===== config.mk =====
export PLATFORM = sky130hd
export DESIGN_NAME = pipe_skid_stage
export DESIGN_NICKNAME = d
export VERILOG_FILES = /design/src/rtl/pipe_skid_stage.sv
export SDC_FILE = /design/constraint.sdc
export NUM_CORES = 1
export LEC_CHECK = 0
export ABC_AREA = 1
export CAP_MARGIN = 20
export CORE_ASPECT_RATIO = 1.75
export CORE_UTILIZATION = 50
export DETAILED_ROUTE_END_ITERATION = 10
export PLACE_DENSITY_LB_ADDON = 0.2
export SKIP_LAST_GASP = 1
export SYNTH_ARGS = -nofsm -noshare
export SYNTH_HDL_FRONTEND = slang
export SYNTH_SLANG_ARGS = --single-unit
export TNS_END_PERCENT = 50

===== constraint.sdc =====
create_clock -name clk -period 2.59 [get_ports clk]
set_input_delay 0.6475 -clock clk [delete_from_list [all_inputs] [get_ports clk]]
set_output_delay 0.6475 -clock clk [all_outputs]
set_load 0.02 [all_outputs]

===== src/rtl/pipe_skid_stage.sv =====
// ---------------------------------------------------------------------------
// pipe_skid_stage
//
// One pipeline stage with a valid/ready handshake, backed by a two-entry skid
// buffer. in_ready is a flop, so back-pressure from out_ready never forms a
// combinational path to the upstream stage. Under continuous flow the stage
// moves one transfer per cycle. A synchronous flush empties the stage.
//
// Parameters
//   WIDTH      : payload width in bits.
//   CLEAR_DATA : 1 = flush also zeroes both data registers.
//                0 = flush clears only the valid state; data holds.
//
// Ports
//   clk       : clock; all state updates on the rising edge.
//   rst       : asynchronous, active-high reset.
//   flush     : synchronous clear; the stage is empty on the next cycle.
//   in_valid  : upstream presents in_data.
//   in_ready  : stage can accept a beat (registered).
//   in_data   : upstream payload.
//   out_valid : stage presents out_data (registered).
//   out_ready : downstream accepts.
//   out_data  : payload at the head of the stage (registered).
//   level     : occupancy, 0/1/2 (registered).
// ---------------------------------------------------------------------------
module pipe_skid_stage #(
    parameter int WIDTH      = 32,
    parameter int CLEAR_DATA = 1
) (
    input  logic             clk,
    input  logic             rst,
    input  logic             flush,
    input  logic             in_valid,
    output logic             in_ready,
    input  logic [WIDTH-1:0] in_data,
    output logic             out_valid,
    input  logic             out_ready,
    output logic [WIDTH-1:0] out_data,
    output logic [1:0]       level
);

    // Encoding doubles as the occupancy count, so level is the state itself.
    typedef enum logic [1:0] {
        ST_EMPTY = 2'd0,
        ST_ONE   = 2'd1,
        ST_FULL  = 2'd2
    } state_e;

    state_e             state_q,     state_d;
    logic [WIDTH-1:0]   main_q,      main_d;
    logic [WIDTH-1:0]   skid_q,      skid_d;
    logic               in_ready_q,  in_ready_d;
    logic               out_valid_q, out_valid_d;

    logic               in_fire;
    logic               out_fire;

    assign in_fire  = in_valid & in_ready_q;
    assign out_fire = out_valid_q & out_ready;

    always_comb begin
        // NOTE: every signal written here gets a default first, so no path
        // leaves a value unassigned and no latch is inferred.
        state_d = state_q;
        main_d  = main_q;
        skid_d  = skid_q;

        if (flush) begin
            // Anything accepted this cycle is dropped; a beat that leaves this
            // cycle is simply not re-presented because the stage goes empty.
            state_d = ST_EMPTY;
            if (CLEAR_DATA != 0) begin
                main_d = '0;
                skid_d = '0;
            end
        end else begin
            unique case (state_q)
                ST_EMPTY: begin
                    if (in_fire) begin
                        main_d  = in_data;
                        state_d = ST_ONE;
                    end
                end
                ST_ONE: begin
                    // out_valid is high in ONE, so !out_fire means !out_ready.
                    if (in_fire && out_fire) begin
                        main_d = in_data;
                    end else if (in_fire) begin
                        skid_d  = in_data;
                        state_d = ST_FULL;
                    end else if (out_fire) begin
                        state_d = ST_EMPTY;
                    end
                end
                ST_FULL: begin
                    // in_ready is low here, so only a pop can happen.
                    if (out_fire) begin
                        main_d  = skid_q;
                        state_d = ST_ONE;
                    end
                end
                default: state_d = ST_EMPTY;
            endcase
        end

        // Handshake outputs are computed from the next state and registered,
        // keeping out_ready out of any combinational path to in_ready.
        in_ready_d  = (state_d != ST_FULL);
        out_valid_d = (state_d != ST_EMPTY);
    end

    always_ff @(posedge clk or posedge rst) begin
        if (rst) begin
            state_q     <= ST_EMPTY;
            main_q      <= '0;
            skid_q      <= '0;
            in_ready_q  <= 1'b1;
            out_valid_q <= 1'b0;
        end else begin
            // NOTE: non-blocking assignments for all state, so every flop
            // samples the values from before this edge.
            state_q     <= state_d;
            main_q      <= main_d;
            skid_q      <= skid_d;
            in_ready_q  <= in_ready_d;
            out_valid_q <= out_valid_d;
        end
    end

    assign in_ready  = in_ready_q;
    assign out_valid = out_valid_q;
    assign out_data  = main_q;
    assign level     = state_q;

endmodule


==> reports/results.ini <==
[outcome]
outcome = complete, no violations

[logic_synthesis]
synth_top_area_share_pct = 46.08
ys_ff_latch = 68
ys_types = 18
synth_warnings = 0
synth_top_area_cell = dfrtp_1
ys.flop_type = dfrtp_1
synth-edff-count = 0
ys_async_sr_fraction_pct = 100.0
ys_seq_area_share_pct = 46.80
netlist_top_cells_area = dfrtp_1 46%, nand3_1 18%, nand2_1 17%, inv_1 6.9%, nor2_1 3.5%
netlist_instances = 516
avgSynthCellArea_um2 = 7.051
syn-cell-area_um2 = 3638
syn_nets = 553

[critical_path]
slowest_delay_ns = 0.60
r2r_end = out_data[16]
rr_worst_depth = 7
rrSetupSlack_ns = 0.84
worstSetupEndpointType = output port
path_class = register to output port
crit_required_ns = 1.94
critPathBufInv = 1
path_max_fanout = 2
path_cells = clkdlybuf4s50_1
critical-path-top-delay-family = buffers and inverters
start_kind = register
r2r-start = level[1]
slowest_stage = clkdlybuf4s50_1
worstPathArrival_ns = 1.46

[timing]
hold_viol_final = 0
timing.final.crit_period_ns = 2.107
skew_ns = 0.004508
holdWs_ns = 0.4642
tightest_slew_ns = 0.6221
fmax_mhz = 474.7
setup-violations-final = 0
finalCritPeriodShare_pct = 81.34
slew-limit-headroom_pct = 58.53
rsz0062_at_grt = false
setup-tns-final_ns = 0
drv_slew = 0

[clock_tree]
post_cts.repair.setup_buffers = 0
ctsRootBufferMaster = clkbuf_16
cts_hold_buffers = 0
cts_tree = done
clockBufferDepth = 2
path_clk_slew_ns = 0.05
cts_sinks = 68
cts_made_buffers = 9
ctsHtreeMaxLevel = 3
post_cts_resize_count = 0
clk_latency_ns = 0.33

[global_routing]
grt_pass1_vias = 3287
grt_pass1_wl_um = 15030
grt_usage_pct = 25.88
antenna_found_initial = 0
grt-ovfl-total = 0
grt_max_degree = 69

[placement]
gp_congestion = 0.8470
io_buffers = 72
hpwl_um = 5613
placed_cells = 647

[drt]
drcViolationCount = 0
vias_per_cell = 5.136
firstDrtPassIters = 5
dr_total_vias = 3405
drt_iter0_drc = 297
antenna_left = 0
finalWirelength_um = 8746
wl_per_cell_um = 13.19

[die]
num_io_pins = 73
fp-row-count = 40
coreArea_um2 = 6957
die-area_um2 = 7635
start_util_pct = 52.30
die_w_um = 66.49
die_y_um = 114.8

[finish]
area_growth_pct = 28.54
layout_common_cells = 166 x nand2_1, 129 x nand3_1, 72 x clkdlybuf4s50_1
drive_gt1_share_pct = 7.081
n_antenna_cell = 0
finalNonFillerCells = 663
fillerInstances = 596
layout.cells.most_common = nand2_1
final_nets = 611

[flow_run]
drv_cap = 0

[power]
p_per_area_nw_per_um2 = 682.8
ir_worst_vdd_uv = 479.3
p_leak_nw = 2.530

[min_path]
min_path_type = register to register
holdPathStages = 2
hold_start = out_data[21]
min_to = out_data[21]

[worst max path at each step]
| stage | startpoint | end | slack, ns | depth (start not counted) |
|---|---|---|---|---|
| after detailed placement | flush | level[0] | 0.22 | 5 |
| after global routing | out_ready | skid_q[12] | 0.37 | 8 |
| after floorplan | rst | level[0] | 0.23 | 1 |
| after global placement | flush | out_data[16] | 0.30 | 6 |
| after CTS | in_ready | in_ready | 0.48 | 1 |
| final | in_ready | in_ready | 0.48 | 1 |
[flip-flops by register name, summed over array words and instances (netlist names)]
register,count
skid_q,32
out_valid,1
in_ready,1
level,2
out_data,32
[cell families after synthesis]
| group | after synthesis | share of synthesized area [%] |
|---|---|---|
| AND/OR/NAND/NOR | 336 | 40.17 |
| buffers and inverters | 109 | 12.62 |
| flip-flops | 68 | 46.80 |
| AO/OA/AOI/OAI | 3 | 0.4125 |
[cell type report]
type	count	area, µm²	area share [%]
flip-flops and latches	68	1703	36.41
multi-input cells	339	1476	31.57
repair buffers	83	815.8	17.44
inverters	73	274.0	5.859
clock buffers	11	252.7	5.404
well taps	84	105.1	2.247
clock inverters	5	50.05	1.070
[layer usage]
| layer | share of wire (%) | vias to the layer above | global-route usage (%) | routed length, µm |
|---|---|---|---|---|
| met5 | 0 | - | 0 | 0 |
| met4 | 2.0 | 0 | 10.78 | 174 |
| met3 | 5.0 | 16 | 5.456 | 433 |
| met2 | 51 | 102 | 44.35 | 4436 |
| met1 | 42 | 1579 | 30.89 | 3702 |
| li1 | - | 1708 | - | - |
[power breakdown]
| group | switching (mW) | leakage [nW] | internal, mW |
|---|---|---|---|
| combinational | 0.433 | 1.47 | 0.301 |
| clock | 0.443 | 0.155 | 0.790 |
| sequential | 0.0582 | 0.907 | 1.17 |
| total | 0.934 | 2.53 | 2.26 |
[through the flow]
step,utilization (%),power (mW),setup WS (ns),cell area [µm²]
floorplan,-,1.680,0.2326,3638
global placement,62.88,1.964,0.2994,4374
detailed placement,62.88,1.979,0.2244,4374
CTS,67.23,3.218,0.4762,4677
global route,67.23,3.344,0.3657,4677
finish,67.23,3.194,0.4833,4677
[cell usage after synthesis, types with 2 or more instances]
cell,instances
nand2_1,166
nor2_1,34
o21ai_0,2
nand3_1,129
nand2_4,2
nand3_2,2
buf_6,3
buf_2,19
inv_1,67
dfrtp_1,67
clkbuf_1,13
inv_2,6
No activity file was read; power rests on OpenSTA's default activity.
